--- src/rtl/uart_lp_pkg.sv ---
// Shared definitions for the low-power UART transmitter:
// state codes, frame-length helper and parameter legality.
package uart_lp_pkg;

    typedef enum logic [2:0] {
        ST_IDLE   = 3'd0,
        ST_START  = 3'd1,
        ST_DATA   = 3'd2,
        ST_PARITY = 3'd3,
        ST_STOP   = 3'd4,
        ST_HOLD   = 3'd5
    } state_e;

    function automatic int unsigned frame_cycles(
        input int unsigned clk_div,
        input int unsigned data_bits,
        input int unsigned parity_en,
        input int unsigned stop_bits
    );
        return clk_div * (1 + data_bits + parity_en + stop_bits);
    endfunction

    function automatic bit params_ok(
        input int unsigned clk_div,
        input int unsigned data_bits,
        input int unsigned parity_en,
        input int unsigned parity_odd,
        input int unsigned stop_bits,
        input int unsigned fifo_depth
    );
        bit ok;
        ok = (clk_div >= 2);
        ok = ok && (data_bits >= 5) && (data_bits <= 9);
        ok = ok && (parity_en <= 1) && (parity_odd <= 1);
        ok = ok && ((stop_bits == 1) || (stop_bits == 2));
        ok = ok && (fifo_depth >= 2);
        ok = ok && ((fifo_depth & (fifo_depth - 1)) == 0);
        return ok;
    endfunction

endpackage

--- src/rtl/uart_lp_fifo.sv ---
// Synchronous transmit FIFO with registered occupancy level.
// A push into a full FIFO is refused even when a pop happens alongside.
module uart_lp_fifo #(
    parameter int unsigned DEPTH = 4,
    parameter int unsigned WIDTH = 8
) (
    input  logic                     clk,
    input  logic                     rst,
    input  logic                     push_i,
    input  logic [WIDTH-1:0]         data_i,
    input  logic                     pop_i,
    output logic [WIDTH-1:0]         data_o,
    output logic [$clog2(DEPTH):0]   level_o,
    output logic                     full_o,
    output logic                     empty_o
);

    localparam int unsigned AW = $clog2(DEPTH);
    localparam int unsigned LW = AW + 1;

    logic [WIDTH-1:0] mem_q [DEPTH];
    logic [AW-1:0]    wr_ptr_q;
    logic [AW-1:0]    rd_ptr_q;
    logic [LW-1:0]    level_q;
    logic [LW-1:0]    level_d;
    logic             push_ok;
    logic             pop_ok;

    assign full_o  = (level_q == LW'(DEPTH));
    assign empty_o = (level_q == '0);
    assign push_ok = push_i && !full_o;
    assign pop_ok  = pop_i && !empty_o;
    assign data_o  = mem_q[rd_ptr_q];
    assign level_o = level_q;

    always_comb begin
        level_d = level_q;
        unique case ({push_ok, pop_ok})
            2'b10:   level_d = level_q + LW'(1);
            2'b01:   level_d = level_q - LW'(1);
            default: level_d = level_q;
        endcase
    end

    always_ff @(posedge clk) begin
        if (rst) begin
            wr_ptr_q <= '0;
            rd_ptr_q <= '0;
            level_q  <= '0;
        end else begin
            level_q <= level_d;
            if (push_ok) begin
                wr_ptr_q <= wr_ptr_q + AW'(1);
            end
            if (pop_ok) begin
                rd_ptr_q <= rd_ptr_q + AW'(1);
            end
        end
    end

    // Storage needs no reset; the level and pointers define validity.
    always_ff @(posedge clk) begin
        if (push_ok) begin
            mem_q[wr_ptr_q] <= data_i;
        end
    end

endmodule

--- src/rtl/uart_lp_tx_fifo.sv ---
// Low-power UART transmitter with configurable frame, transmit FIFO
// and clock-enable request with an idle hold-off.
module uart_lp_tx_fifo
    import uart_lp_pkg::*;
#(
    parameter int unsigned CLK_DIV    = 16,
    parameter int unsigned DATA_BITS  = 8,
    parameter int unsigned PARITY_EN  = 0,
    parameter int unsigned PARITY_ODD = 0,
    parameter int unsigned STOP_BITS  = 1,
    parameter int unsigned FIFO_DEPTH = 4,
    parameter int unsigned IDLE_HOLD  = 4
) (
    input  logic                          clk,
    input  logic                          rst,
    input  logic                          wr_valid,
    input  logic [DATA_BITS-1:0]          wr_data,
    output logic                          wr_ready,
    output logic                          tx,
    output logic                          busy,
    output logic [2:0]                    state,
    output logic                          clk_enable,
    output logic [$clog2(FIFO_DEPTH):0]   fifo_level
);

    localparam int unsigned DIV_MAX =
        ((CLK_DIV - 1) > IDLE_HOLD) ? (CLK_DIV - 1) : IDLE_HOLD;
    localparam int unsigned DW = $clog2(DIV_MAX + 1);
    localparam int unsigned BW = $clog2(DATA_BITS);
    localparam logic        PAR_ODD = (PARITY_ODD != 0);

    if (!params_ok(CLK_DIV, DATA_BITS, PARITY_EN, PARITY_ODD,
                   STOP_BITS, FIFO_DEPTH)) begin : g_bad_params
        $error("uart_lp_tx_fifo: illegal parameter set");
    end

    state_e               state_q, state_d;
    logic [DW-1:0]        div_q, div_d;
    logic [BW-1:0]        bit_q, bit_d;
    logic [DATA_BITS-1:0] shift_q, shift_d;
    logic                 par_q, par_d;
    logic                 tx_q, tx_d;
    logic                 load;
    logic                 bit_end;
    logic [DATA_BITS-1:0] fifo_data;
    logic                 fifo_full;
    logic                 fifo_empty;

    uart_lp_fifo #(
        .DEPTH (FIFO_DEPTH),
        .WIDTH (DATA_BITS)
    ) u_fifo (
        .clk     (clk),
        .rst     (rst),
        .push_i  (wr_valid),
        .data_i  (wr_data),
        .pop_i   (load),
        .data_o  (fifo_data),
        .level_o (fifo_level),
        .full_o  (fifo_full),
        .empty_o (fifo_empty)
    );

    assign bit_end = (div_q == DW'(CLK_DIV - 1));

    always_comb begin
        state_d = state_q;
        div_d   = div_q + DW'(1);
        bit_d   = bit_q;
        shift_d = shift_q;
        par_d   = par_q;
        load    = 1'b0;
        unique case (state_q)
            ST_IDLE: begin
                div_d = '0;
                load  = !fifo_empty;
            end
            ST_START: begin
                if (bit_end) begin
                    state_d = ST_DATA;
                    div_d   = '0;
                end
            end
            ST_DATA: begin
                if (bit_end) begin
                    div_d   = '0;
                    shift_d = shift_q >> 1;
                    if (bit_q == BW'(DATA_BITS - 1)) begin
                        bit_d   = '0;
                        state_d = (PARITY_EN != 0) ? ST_PARITY : ST_STOP;
                    end else begin
                        bit_d = bit_q + BW'(1);
                    end
                end
            end
            ST_PARITY: begin
                if (bit_end) begin
                    state_d = ST_STOP;
                    div_d   = '0;
                end
            end
            ST_STOP: begin
                if (bit_end) begin
                    div_d = '0;
                    if (bit_q == BW'(STOP_BITS - 1)) begin
                        bit_d   = '0;
                        state_d = ST_HOLD;
                        load    = !fifo_empty;
                    end else begin
                        bit_d = bit_q + BW'(1);
                    end
                end
            end
            ST_HOLD: begin
                load = !fifo_empty;
                if (div_q == DW'(IDLE_HOLD)) begin
                    state_d = ST_IDLE;
                    div_d   = '0;
                end
            end
            default: state_d = ST_IDLE;
        endcase
        // A pending byte always wins over HOLD/IDLE, giving gapless frames.
        if (load) begin
            state_d = ST_START;
            div_d   = '0;
            bit_d   = '0;
            shift_d = fifo_data;
            par_d   = (^fifo_data) ^ PAR_ODD;
        end
    end

    always_comb begin
        tx_d = 1'b1;
        unique case (state_q)
            ST_START:  tx_d = 1'b0;
            ST_DATA:   tx_d = shift_q[0];
            ST_PARITY: tx_d = par_q;
            default:   tx_d = 1'b1;
        endcase
    end

    always_ff @(posedge clk) begin
        if (rst) begin
            state_q <= ST_IDLE;
            div_q   <= '0;
            bit_q   <= '0;
            shift_q <= '0;
            par_q   <= 1'b0;
            tx_q    <= 1'b1;
        end else begin
            state_q <= state_d;
            div_q   <= div_d;
            bit_q   <= bit_d;
            shift_q <= shift_d;
            par_q   <= par_d;
            tx_q    <= tx_d;
        end
    end

    assign tx         = tx_q;
    assign state      = state_q;
    assign wr_ready   = !fifo_full;
    assign busy       = (state_q inside {ST_START, ST_DATA, ST_PARITY, ST_STOP});
    assign clk_enable = (state_q != ST_IDLE) || (fifo_level != '0) || wr_valid;

endmodule

--- config.mk ---
export PLATFORM = sky130hd
export DESIGN_NAME = uart_lp_tx_fifo
export DESIGN_NICKNAME = d
export VERILOG_FILES = /design/src/rtl/uart_lp_pkg.sv /design/src/rtl/uart_lp_fifo.sv /design/src/rtl/uart_lp_tx_fifo.sv
export SDC_FILE = /design/constraint.sdc
export NUM_CORES = 1
export LEC_CHECK = 0
export CAP_MARGIN = 40
export CORE_MARGIN = 4
export CORE_UTILIZATION = 53
export CTS_CLUSTER_SIZE = 28
export DETAILED_ROUTE_END_ITERATION = 16
export GPL_ROUTABILITY_DRIVEN = 0
export PLACE_DENSITY_LB_ADDON = 0.05
export SLEW_MARGIN = 40
export SYNTH_ARGS = -nofsm -noshare
export SYNTH_HDL_FRONTEND = slang
export SYNTH_HIERARCHICAL = 1
export SYNTH_SLANG_ARGS = --single-unit
--- constraint.sdc ---
create_clock -name clk -period 6.18 [get_ports clk]
set_input_delay 1.236 -clock clk [delete_from_list [all_inputs] [get_ports clk]]
set_output_delay 1.236 -clock clk [all_outputs]
set_load 0.005 [all_outputs]
==> flow_summary.toml <==
[worst_setup_path]
crit_start = "wr_valid"
cp-start-kind = "primary input"
arrival_ps = 2380
crit_top_cell = "clkdlybuf4s50_1"
slowest_stage = "clkdlybuf4s50_1"
r2r-start = "state[2]"
worstPathCellList = "clkdlybuf4s50_1 > nor3_1 > nand2_1 > clkdlybuf4s50_1"
crit_path_max_fanout = 2
r2r-end = "u_fifo/level_o[2]"
cp-end-kind = "output pin"
crit_type = "primary input to output pin"
reg2reg_depth = 11
critPathMaxStageDelay_ps = 500
required_ps = 4940
reg2reg_setup_slack_ps = 2750
worst-path-buf-inv = 2
crit_family = "buffers and inverters"

[hold_path]
hold_depth = 2
min_to = "bit_q[2]"
hp-class = "flip-flop to flip-flop"
min_from = "bit_q[2]"

[yosys]
yosysWarnings = 6
synth_edf_count = 32
ys_ff_latch = 61
ys_types = 43
syn_area_mm2 = 0.00285
syn_nets = 256
synth_area_per_cell_um2 = 12.2
netlist_instances = 234
seq_area_frac_synth = 0.541
async_reset_ff_frac = 0
synth_flop_cell = "edfxtp_1"

[cts]
post_cts_resized = 0
htreeDepth = 3
path_clk_slew_ps = 60
clock_latency_ps = 330
cts_made_buffers = 9
cts_hold_buf = 0
tritoncts = "done"
clockRootBuffer = "clkbuf_8"
cts_buffer_depth = 2
cts_sinks = 61
post_cts_buffers = 0

[timing]
hold_viol = 0
whs_ps = 475
finalSetupViolCount = 0
report.final.slew_viol_count = 0
worst_pin_slew_ps = 794
tns_ps = 0
relSlewSlack = 0.469
setup_ws_ps = 2570
rsz0062_at_grt = "no"
period_share = 0.585
clock_skew_ps = 7.91
max_freq_mhz = 277
period_minus_slack_ps = 3610

[finish]
final_cells = 327
final_nets = 274
final_layout_size_suffix_gt1_frac = 0.125
areaGrowthSynthToFinish_pct = 14.0
seqCellArea_mm2 = 0.00154
multiInputGateArea_mm2 = 0.00118
antennaDiodeCount = 0
fillers = 416

[power_and_ir_drop]
power_leakage_nw = 1.12
ir_drop_v = 0.000297
power_density_mw_per_mm2 = 402

[routing]
drtIter0Drc = 114
viasPerCell = 5.59
vias = 1829
routed_wl_um = 5220
dr.pass1.iters = 5
drc = 0
postRouteAntennaNets = 0
routedWlPerCell_um = 16.0

[placed_design]
numPortBuffers = 20
dp_hpwl_um = 3630
place_worst_setup_slack_ps = 2550
placed_cells = 311

[grt]
grt_pass1_wl_um = 8700
antenna_found_initial = 0
grtUsageTotal = 0.177
grt_remaining_overflow = 0
grt_pass1_vias = 1744
grt_max_degree = 22

[die]
dieArea_mm2 = 0.00662
core_mm2 = 0.00517
chipWidth_um = 81.4
io_pins = 21
die_h_um = 81.4
start_util = 0.551
rows = 26

[flow_run]
maxCapViolations = 0

[outcome]
outcome = "finished, final reports clean"
==> metal layers <==
layer  vias up  routed length [um]  global-route usage
met4         0                 104              0.0811
met2        39                2440               0.265
met5         -                   0                   0
met1       876                2500               0.246
li1        904                   -                   -
met3        10                 181              0.0377
==> report_power, final <==
group | leakage (nW) | switching (mW) | internal (mW) | total, mW
combinational | 0.497 | 0.207 | 0.207 | 0.414
clock | 0.0947 | 0.150 | 0.184 | 0.334
sequential | 0.531 | 0.0693 | 0.490 | 0.559
==> cell usage in the layout, fill, tap and decap left out, drive strengths merged, types with 5 or more instances in the layout <==
cell           instances
mux2i                  7
nor3                   8
xnor2                  9
clkbuf                11
nand2b                 5
nor2                   8
nand2                  9
or3                    6
and2                   5
mux4                   8
dfxtp                 29
a311oi                 6
a21oi                 16
ha                    10
clkdlybuf4s50         20
inv                   15
edfxtp                32
o21ai                  8
nand3                  7
==> sequential cells by signal, indices dropped and copies added (netlist names), named ones only <==
signal,count
state,3
bit_q,3
tx,1
u_fifo/level_o,3
u_fifo/rd_ptr_q,2
shift_q,8
u_fifo/wr_ptr_q,2
div_q,4
par_q,1
u_fifo/mem_q,32
==> cells in the mapped netlist, drive strengths merged, types with 3 or more instances <==
master   n  area (um2)
a31oi    4        25.0
buf     12        68.8
nand3    7        35.0
xnor2    9        78.8
nand4    3        18.8
or3      6        37.5
dfxtp   29         581
xor2     4        35.0
nor3b    4        45.1
nand2b   5        31.3
a311oi   6        52.6
and2     5        31.3
nand2    9        33.8
a211oi   4        35.0
edfxtp  32         961
ha      10         125
nor3     8        60.1
inv     15        56.3
a21oi   16        80.1
nor2     8        30.0
o21ai    8        40.0
mux2i    7        70.1
mux4     8         180
==> worst max path at each step <==
| stage | depth (start not counted) | end |
|---|---|---|
| floorplan | 2 | clk_enable |
| global placement | 4 | clk_enable |
| detailed placement | 4 | clk_enable |
| CTS | 4 | clk_enable |
| global route | 11 | u_fifo/level_o[2] |
| finish | 4 | clk_enable |
==> worst register-to-register path, stage by stage (launching register included) <==
cell	delay, ps
dfxtp_1	640
nor3b_2	370
nand4b_1	530
nand2_1	390
o31ai_2	130
inv_1	70
ha_1	180
inv_1	70
fa_1	380
xor2_1	160
or3_1	300
a21oi_1	140
==> area by class of cell <==
class                   count  share of cell area
clock buffers              11              0.0404
well taps                  70              0.0269
repair buffers             20              0.0616
clock inverters             5              0.0162
multi-input cells         145               0.363
inverters                  15              0.0173
flip-flops and latches     61               0.474
==> per-stage QoR <==
stage / instance area (um2) / utilization / power, mW
final: 3250 / 0.628 / 1.31
after global routing: 3250 / 0.628 / 1.39
after floorplan: 2850 / - / 0.872
after detailed placement: 3070 / 0.593 / 0.984
after CTS: 3250 / 0.628 / 1.32
after global placement: 3070 / 0.593 / 0.969
==> logic make-up after synthesis <==
kind of cell,count (synthesis),synth area share
multiplexers,15,0.0878
AND/OR/NAND/NOR,62,0.133
XOR/XNOR,13,0.0399
buffers and inverters,28,0.0452
flip-flops,61,0.541
AO/OA/AOI/OAI,44,0.103
adder cells (fa/ha/maj),11,0.0509
No activity file was read; power rests on OpenSTA's default activity.
